===== config.mk =====
export PLATFORM = sky130hd
export DESIGN_NAME = pc_fetch_ctrl
export DESIGN_NICKNAME = d
export VERILOG_FILES = /design/src/rtl/pc_fetch_ctrl_pkg.sv /design/src/rtl/pc_fetch_ctrl_next_sel.sv /design/src/rtl/pc_fetch_ctrl.sv
export SDC_FILE = /design/constraint.sdc
export NUM_CORES = 1
export LEC_CHECK = 0
export CAP_MARGIN = 25
export CORE_MARGIN = 2
export CORE_UTILIZATION = 47
export DETAILED_ROUTE_END_ITERATION = 10
export PLACE_DENSITY = 0.78
export SLEW_MARGIN = 20
export SYNTH_ARGS = -nofsm -noshare
export SYNTH_HDL_FRONTEND = slang
export SYNTH_SLANG_ARGS = --single-unit

===== constraint.sdc =====
create_clock -name clk -period 2.7 [get_ports clk]
set_input_delay 0.54 -clock clk [delete_from_list [all_inputs] [get_ports clk]]
set_output_delay 0.54 -clock clk [all_outputs]
set_load 0.05 [all_outputs]

===== src/rtl/pc_fetch_ctrl_pkg.sv =====
// Shared state encoding and constants for the instruction-fetch controller.
// The optional exception redirect is enabled by defining PC_CTRL_EXC_EN.
package pc_fetch_ctrl_pkg;

    localparam int PC_BUS = 32;
    localparam int PC_INC = 4;

    typedef enum logic [1:0] {
        PCF_IDLE = 2'd0,
        PCF_REQ  = 2'd1,
        PCF_DROP = 2'd2
    } pcf_state_t;

endpackage


===== src/rtl/pc_fetch_ctrl_next_sel.sv =====
// Priority select of the redirect target: exception (PC_CTRL_EXC_EN only) > branch > jump.
// Targets are always word aligned.
module pc_next_sel
    import pc_fetch_ctrl_pkg::*;
#(
    parameter int PC_W = PC_BUS
`ifdef PC_CTRL_EXC_EN
    ,
    parameter logic [PC_W-1:0] EXC_VECTOR = PC_W'(32'h0000_0180)
`endif
) (
`ifdef PC_CTRL_EXC_EN
    input  logic            exc,
`endif
    input  logic            br_taken,
    input  logic [PC_W-1:0] br_target,
    input  logic            jmp,
    input  logic [PC_W-1:0] jmp_target,
    output logic            redirect,
    output logic [PC_W-1:0] target
);

    always_comb begin
        redirect = 1'b0;
        target   = '0;
`ifdef PC_CTRL_EXC_EN
        if (exc) begin
            redirect = 1'b1;
            target   = EXC_VECTOR;
        end else
`endif
        if (br_taken) begin
            redirect = 1'b1;
            target   = br_target;
        end else if (jmp) begin
            redirect = 1'b1;
            target   = jmp_target;
        end
        target[1:0] = 2'b00;
    end

endmodule


===== src/rtl/pc_fetch_ctrl.sv =====
// PC register and fetch sequencer: req/ack to instruction memory, one-entry slot to decode.
// Define PC_CTRL_EXC_EN to add the exc_i port and the EXC_VECTOR redirect.
module pc_fetch_ctrl
    import pc_fetch_ctrl_pkg::*;
#(
    parameter int              PC_W     = PC_BUS,
    parameter int              INSTR_W  = 32,
    parameter logic [PC_W-1:0] RESET_PC = '0
`ifdef PC_CTRL_EXC_EN
    ,
    parameter logic [PC_W-1:0] EXC_VECTOR = PC_W'(32'h0000_0180)
`endif
) (
    input  logic               clk,
    input  logic               rst,
    input  logic               br_taken_i,
    input  logic [PC_W-1:0]    br_target_i,
    input  logic               jmp_i,
    input  logic [PC_W-1:0]    jmp_target_i,
`ifdef PC_CTRL_EXC_EN
    input  logic               exc_i,
`endif
    output logic               if_req_o,
    output logic [PC_W-1:0]    if_addr_o,
    input  logic               if_ack_i,
    input  logic [INSTR_W-1:0] if_rdata_i,
    output logic               inst_valid_o,
    output logic [INSTR_W-1:0] inst_o,
    output logic [PC_W-1:0]    inst_pc_o,
    input  logic               id_ready_i,
    output logic               flush_o
);

    pcf_state_t         state, state_next;
    logic [PC_W-1:0]    pc, pc_next;
    logic [PC_W-1:0]    held_addr, held_addr_next;
    logic               pending, pending_next;
    logic               slot_valid, slot_valid_next;
    logic [INSTR_W-1:0] slot_inst, slot_inst_next;
    logic [PC_W-1:0]    slot_pc, slot_pc_next;
    logic               flush, flush_next;
    logic               redirect;
    logic [PC_W-1:0]    redirect_target;
    logic               slot_open;

    pc_next_sel #(
        .PC_W       (PC_W)
`ifdef PC_CTRL_EXC_EN
        ,
        .EXC_VECTOR (EXC_VECTOR)
`endif
    ) u_next_sel (
`ifdef PC_CTRL_EXC_EN
        .exc        (exc_i),
`endif
        .br_taken   (br_taken_i),
        .br_target  (br_target_i),
        .jmp        (jmp_i),
        .jmp_target (jmp_target_i),
        .redirect   (redirect),
        .target     (redirect_target)
    );

    // A request, once raised, is held until acked; DROP keeps the stale address on the bus.
    assign slot_open    = !slot_valid || id_ready_i;
    assign if_req_o     = ((state == PCF_REQ) && (pending || slot_open)) || (state == PCF_DROP);
    assign if_addr_o    = (state == PCF_DROP) ? held_addr : pc;
    assign inst_valid_o = slot_valid;
    assign inst_o       = slot_inst;
    assign inst_pc_o    = slot_pc;
    assign flush_o      = flush;

    always_comb begin
        state_next      = state;
        pc_next         = pc;
        held_addr_next  = held_addr;
        pending_next    = pending;
        slot_valid_next = slot_valid && !id_ready_i;
        slot_inst_next  = slot_inst;
        slot_pc_next    = slot_pc;
        flush_next      = redirect;

        if (redirect) begin
            pc_next         = redirect_target;
            slot_valid_next = 1'b0;
        end

        case (state)
            PCF_IDLE: state_next = PCF_REQ;
            PCF_REQ: begin
                if (redirect) begin
                    pending_next = 1'b0;
                    if (if_req_o && !if_ack_i) begin
                        state_next     = PCF_DROP;
                        held_addr_next = pc;
                    end
                end else if (if_req_o && if_ack_i) begin
                    slot_valid_next = 1'b1;
                    slot_inst_next  = if_rdata_i;
                    slot_pc_next    = pc;
                    pc_next         = pc + PC_W'(PC_INC);
                    pending_next    = 1'b0;
                end else begin
                    pending_next = if_req_o;
                end
            end
            PCF_DROP: begin
                pending_next = 1'b0;
                if (if_ack_i) begin
                    state_next = PCF_REQ;
                end
            end
            default: state_next = PCF_IDLE;
        endcase
    end

    always_ff @(posedge clk) begin
        if (rst) begin
            state      <= PCF_IDLE;
            pc         <= RESET_PC;
            held_addr  <= '0;
            pending    <= 1'b0;
            slot_valid <= 1'b0;
            slot_inst  <= '0;
            slot_pc    <= '0;
            flush      <= 1'b0;
        end else begin
            state      <= state_next;
            pc         <= pc_next;
            held_addr  <= held_addr_next;
            pending    <= pending_next;
            slot_valid <= slot_valid_next;
            slot_inst  <= slot_inst_next;
            slot_pc    <= slot_pc_next;
            flush      <= flush_next;
        end
    end

endmodule


==> Word-level counts from Yosys, hierarchy flattened <==
Index checks and enable logic that the tools add are counted.
W data, S select, Z words.
{ "op_classes": {"add_sub_neg": 1, "eq_ne": 5, "muxes": 20, "bitwise_logic": 1, "n_reduce_logical": 15} }
{ "op_table": {"columns": ["operator", "count"], "rows": [
  ["$mux W32", 7],
  ["$add A32 B3 Y32 const B", 1],
  ["$reduce_and A3 Y1", 3],
  ["$mux W1", 8],
  ["$mux W2", 3],
  ["$pmux W2 S3", 1],
  ["$logic_and A1 B1 Y1", 4],
  ["$ne A2 B2 Y1 const B", 2],
  ["$logic_not A1 Y1", 3],
  ["$logic_or A1 B1 Y1", 3],
  ["$eq A2 B1 Y1 const B", 1],
  ["$eq A2 B2 Y1 const B", 1],
  ["$logic_not A2 Y1", 1],
  ["$ne A2 B1 Y1 const B", 1],
  ["$pmux W1 S2", 1],
  ["$reduce_bool A2 Y1", 1],
  ["$not A1 Y1", 1]
]} }
{ "word_totals": {"regBits": 133, "inputBits": 102, "out_inout_bits": 99, "elab_cells": 50} }

==> Logic depth before layout (Yosys ltp) <==
{ "logic_depth": {"word_depth": 9, "depth_mapped": 10, "depth_no_buf": 6} }

==> By module <==
Synthesis repeated with hierarchy kept, for this count alone.
{ "unflattened": {"hier_cells": 735, "hier_area_um2": 6037.0} }
{ "modules_own_cells": {"columns": ["module", "n_inst", "cells_each", "area_per_inst_um2", "seq_area_each_um2"], "rows": [
  ["pc_fetch_ctrl", 1, 689, 5660.4, 2662.6],
  ["pc_next_sel", 1, 46, 376.6, 0.0]
]} }

==> Worst setup path after synthesis <==
No wires, ideal clock.
{ "synth_timing": {"kind": "flip-flop to output port", "startpoint": "register state[0]", "endpoint": "output port if_addr_o[19]", "arrival_ns": 2.257, "t_required_ns": 2.160, "setup_slack_ns": -0.097, "stages_incl_launch_ff": 7, "path_buffers": 3, "cell_sequence": "dfxtp_1 > inv_1 > ha_1 > clkbuf_1 > clkbuf_1 > clkbuf_1 > o21ai_0"} }
{ "synth_via": {"elab_chain_cells": 2} }
{ "synth_lines": {"columns": ["element", "line", "text"], "rows": [
  ["start: declaration", "pc_fetch_ctrl.sv:34", "pcf_state_t state, state_next;"],
  ["start signal: assignment", "pc_fetch_ctrl.sv:128", "state <= state_next;"],
  ["$eq A2 B2 Y1", "pc_fetch_ctrl.sv:67", "assign if_addr_o = (state == PCF_DROP) ? held_addr : pc;"],
  ["$mux W32", "pc_fetch_ctrl.sv:67", null],
  ["end: declaration", "pc_fetch_ctrl.sv:24", "output logic [PC_W-1:0] if_addr_o,"]
]} }
Every way passes these cells.

==> Worst setup path after layout <==
{ "layout_timing": {"startpoint": "register state[0]", "endpoint": "output port if_addr_o[13]"} }
Same word-level chain as after synthesis.

==> flow_results.org <==
** Yosys
- Async set-or-reset flop fraction in the synthesized netlist :: 0%
- Sorting the synthesized cells by area gives the leading types as sky130_fd_sc_hd__dfxtp_1, sky130_fd_sc_hd__nand2_1, sky130_fd_sc_hd__a21oi_1.
- Cell type with the largest total area after synthesis :: sky130_fd_sc_hd__dfxtp_1
- In this run, distinct cell masters in the synthesized netlist total 47.
- Top_reg_cell synth :: sky130_fd_sc_hd__dfxtp_1
- Yosys warnings :: 0
- Post-synthesis average cell area :: 8.07 sq um
- When the netlist entered floorplanning its net count stood at 899.
- The top cell type by area accounts for 41.6% of the synthesized area.
- In this run, synthesis produced a sequential element count of 133.
- EDFF count, synth :: 0
- Synthesis produced 793 cells.
- Summing the sequential cell areas from Yosys gives 41.6% of the chip area.
- After synthesis the cells add up to 6400 sq um.

** Detailed routing
- Drt via density :: 5.48
- After detailed routing, the number of remaining DRC violations is 0.
- Once detail routing completed, the nets flagged for antenna violations numbered 0.
- Per-cell routed wire length :: 16.4 um
- Routed wire length :: 18700 um
- Number of DRC violations after detailed-routing iteration 0 :: 446
- The first detailed-routing pass ran for 5 iterations.
- The routed layout has 6272 vias.

** Pwr
- Max IR drop VDD :: 413 uV
- Power per cell area :: 597 nW/um^2
- In this run the static leakage power is 3.27 nW.

** STA
- Across all hold checks on the routed design, the worst slack comes to 0.451 ns.
- Setup repair after global routing left no endpoint under its margin.
- Clock skew on the completed layout was measured at 0.0102 ns.
- The worst pin sits at a relative slew slack of 46.5%.
- Across all setup checks in the final design, the least slack found is 0.223 ns.
- Hold Vio Cnt, Final :: 0
- The smallest clock period supported by the final layout is computed as 2.48 ns.
- Maximum clock frequency :: 0.404 GHz
- Setup violations remaining at the end of the flow were counted as 0.
- Share of the clock period used by the worst path after layout :: 91.8%
- Slew at the pin with the worst max-slew slack :: 0.802 ns
- Setup TNS :: 0 ns
- The max-slew violation count was 0.

** Setup path
- Most frequent CP cell :: sky130_fd_sc_hd__buf_4
- Kind of end point of the critical path :: output port
- Maximum fanout encountered on the critical timing path :: 21
- The startpoint identified for the worst register-to-register timing path is pc[2]$_SDFF_PP0_.
- Length in cells of the worst reg-to-reg path :: 5
- The worst setup path is of the reg -> out kind.
- The largest individual stage delay along the critical path comes from the cell sky130_fd_sc_hd__mux2_2.
- Endpoint required time on the critical path :: 2.16 ns
- Reg2Reg Capture Point :: pc[18]$_SDFF_PP0_
- Critical-path cell list :: inv_1 -> ha_2 -> buf_4 -> mux2_2 -> buf_4
- Register-to-register setup slack :: 0.55 ns
- The critical path starts at state[0]$_SDFFE_PP0P_.
- For the worst setup path, the data arrival time is 1.94 ns.
- Delay of the slowest critical-path stage :: 0.39 ns
- Endpoint of the worst setup timing path :: if_addr_o[13]
- STA classifies the critical path startpoint as a flip-flop.

** Outcome
- The flow ran to the end, and the final reports show no timing, DRC or antenna violations.

** Layout
- Of the cells placed in the final design, the portion with a size suffix greater than 1 is 15.7%.
- Synth-to-layout area growth :: 42.5%
- Nets :: 1063
- The repair_antennas step left the layout with diodes totalling 0.

** Floorplan
- The die is 121 um tall.
- Area of the die :: 14600 sq um
- Horizontal die dimension :: 121 um
- After floorplanning, the core was divided into 42 placement rows.
- Starting utilization of the core area :: 48.1%
- Pin placement for this block handled 201 I/O pins.
- The total area inside the core boundary comes to 13300 sq um.

** Placement
- The count of buffers added on input and output ports is 196.
- HPWL reported at the end of detailed placement :: 12300 um
- Routability-driven placement finished with a final weighted congestion of 0.861.
- Placement Setup Slack :: 0.120 ns

** Min path
- The worst hold path passes through 2 cells.
- Worst Hold Launch :: inst_o[17]$_SDFFE_PP0P_
- In this run the worst hold path is classified as reg -> reg.

** Global route
- The number of global-route vias before repair came to 6089.
- Largest net degree at the start of global routing :: 71
- Global routing usage summed across all routing layers :: 26.0%
- The number of antenna violations at the first check in global routing was 0.
- Total congestion overflow :: 0
- The first global-routing pass estimated 30300 um of wire.

** Clock network
- The number of hold buffers added after CTS was 0.
- Total setup buffers inserted after CTS :: 0
- Clock tree from TritonCTS :: done
- Clock transition time at the flip-flop clock pins of the worst setup and hold paths :: 0.05 ns
- Max clock buf depth :: 2
- Maximum level of the CTS H-tree :: 4
- The clock drives 133 sinks.
- The tree is rooted in a sky130_fd_sc_hd__clkbuf_16.
- Total CTS buffers :: 17
- Clock network latency to the later pin of the worst-skew pair :: 0.42 ns
- Number of cells upsized or downsized after cts :: 0

** Flow run
- Max-capacitance violation count :: 0
## power breakdown
| part | switching, mW | internal (mW) | leakage (nW) |
|---|---|---|---|
| Combinational | 0.490 | 0.392 | 1.89 |
| Sequential | 0.0984 | 2.03 | 1.08 |
| Clock | 0.840 | 1.59 | 0.301 |
| Total | 1.43 | 4.02 | 3.27 |
## metrics by stage
| stage | cell area [sq um] | util, % | cells | total power, mW |
|---|---|---|---|---|
| floorplan | 6400 | - | 793 | 2.69 |
| global placement | 8480 | 63.8 | 1113 | 3.03 |
| detailed placement | 8480 | 63.8 | 1113 | 3.04 |
| CTS | 9110 | 68.5 | 1144 | 5.48 |
| global route | 9120 | 68.6 | 1145 | 5.63 |
| finish | 9120 | 68.6 | 1145 | 5.45 |
## layout by cell type, fill, tap and decap left out, types with 2 or more instances in the layout
cell / instances
sky130_fd_sc_hd__buf_2: 2
sky130_fd_sc_hd__nand4_1: 14
sky130_fd_sc_hd__clkinvlp_4: 3
sky130_fd_sc_hd__buf_12: 9
sky130_fd_sc_hd__a21o_1: 3
sky130_fd_sc_hd__or4b_1: 2
sky130_fd_sc_hd__a21oi_1: 115
sky130_fd_sc_hd__nor2_1: 21
sky130_fd_sc_hd__xor2_1: 2
sky130_fd_sc_hd__nand3_2: 2
sky130_fd_sc_hd__ha_1: 3
sky130_fd_sc_hd__a311oi_1: 3
sky130_fd_sc_hd__inv_1: 9
sky130_fd_sc_hd__nand4_4: 2
sky130_fd_sc_hd__mux2i_1: 28
sky130_fd_sc_hd__nor4b_1: 3
sky130_fd_sc_hd__nor3_1: 5
sky130_fd_sc_hd__clkdlybuf4s50_1: 160
sky130_fd_sc_hd__o21ai_0: 10
sky130_fd_sc_hd__clkbuf_8: 6
sky130_fd_sc_hd__dfxtp_1: 133
sky130_fd_sc_hd__clkbuf_16: 17
sky130_fd_sc_hd__or3_1: 3
sky130_fd_sc_hd__a211oi_1: 26
sky130_fd_sc_hd__o31a_1: 4
sky130_fd_sc_hd__nand3_1: 10
sky130_fd_sc_hd__a211o_1: 8
sky130_fd_sc_hd__buf_4: 53
sky130_fd_sc_hd__and3_1: 9
sky130_fd_sc_hd__nand2_1: 212
sky130_fd_sc_hd__mux2_2: 45
sky130_fd_sc_hd__xnor2_1: 10
sky130_fd_sc_hd__nor4_1: 12
sky130_fd_sc_hd__nand2b_1: 2
sky130_fd_sc_hd__bufinv_16: 3
## area by class of cell
type	instances	area [sq um]
inverter	9	33.8
clock buffer	24	512
fill	1084	4170
tap	176	220
timing repair buffer	225	2200
sequential	133	2660
multi-input combinational	571	3370
clock inverter	7	118
## state kept, by name, indices dropped and copies added, names as in the netlist
signal,cells
inst_valid_o,1
pc,32
flush_o,1
pending,1
state,2
held_addr,32
inst_pc_o,32
inst_o,32
## cell usage after synthesis, drive strengths merged (4+ instances only)
cell type	number
a21oi	115
a211o	8
nor4	12
xnor2	10
nor2	21
a211oi	26
mux2i	28
and3	9
mux2	45
inv	9
buf	33
nand4	16
dfxtp	133
nor3	6
nand3	12
ha	4
clkbuf	47
o21ai	10
o31a	4
nand2	213
## routing by layer
metal	up-vias	share of wire [%]	global-route usage, %
li1	3068	-	-
met1	2927	43	33.1
met2	236	48	42.5
met3	41	6.3	5.24
met4	0	2.4	11.8
met5	-	0	0
## logic make-up (layout without fill, tap and decap cells)
family                     after synthesis  after routing  share of synthesized area, %
DFF                                    133            133                          41.6
and+or+nand+nor                        307            307                          21.7
AOI/OAI and AO/OA                      175            175                          16.1
adders and majority gates                4              4                         0.782
xor gates and xnor gates                12             12                          1.64
muxes                                   73             73                          12.3
buffers and inverters                   89            265                          5.92
## critical path: cells and delay by family (launching register included)
family | cells | cell delay (ns)
fa+ha+maj | 1 | 0.21
mux | 1 | 0.39
flops | 1 | 0.32
buf+inv | 3 | 0.58
## worst min path at each step
stage	to	slack, ns
global route	inst_o[1]$_SDFFE_PP0P_	0.47
detailed placement	held_addr[30]$_SDFFE_PP0P_	0.44
finish	inst_o[17]$_SDFFE_PP0P_	0.45
CTS	held_addr[30]$_SDFFE_PP0P_	0.45
floorplan	held_addr[0]$_SDFFE_PP0P_	0.43
global placement	held_addr[30]$_SDFFE_PP0P_	0.44
Note: power is estimated with default switching activity, not from simulation.
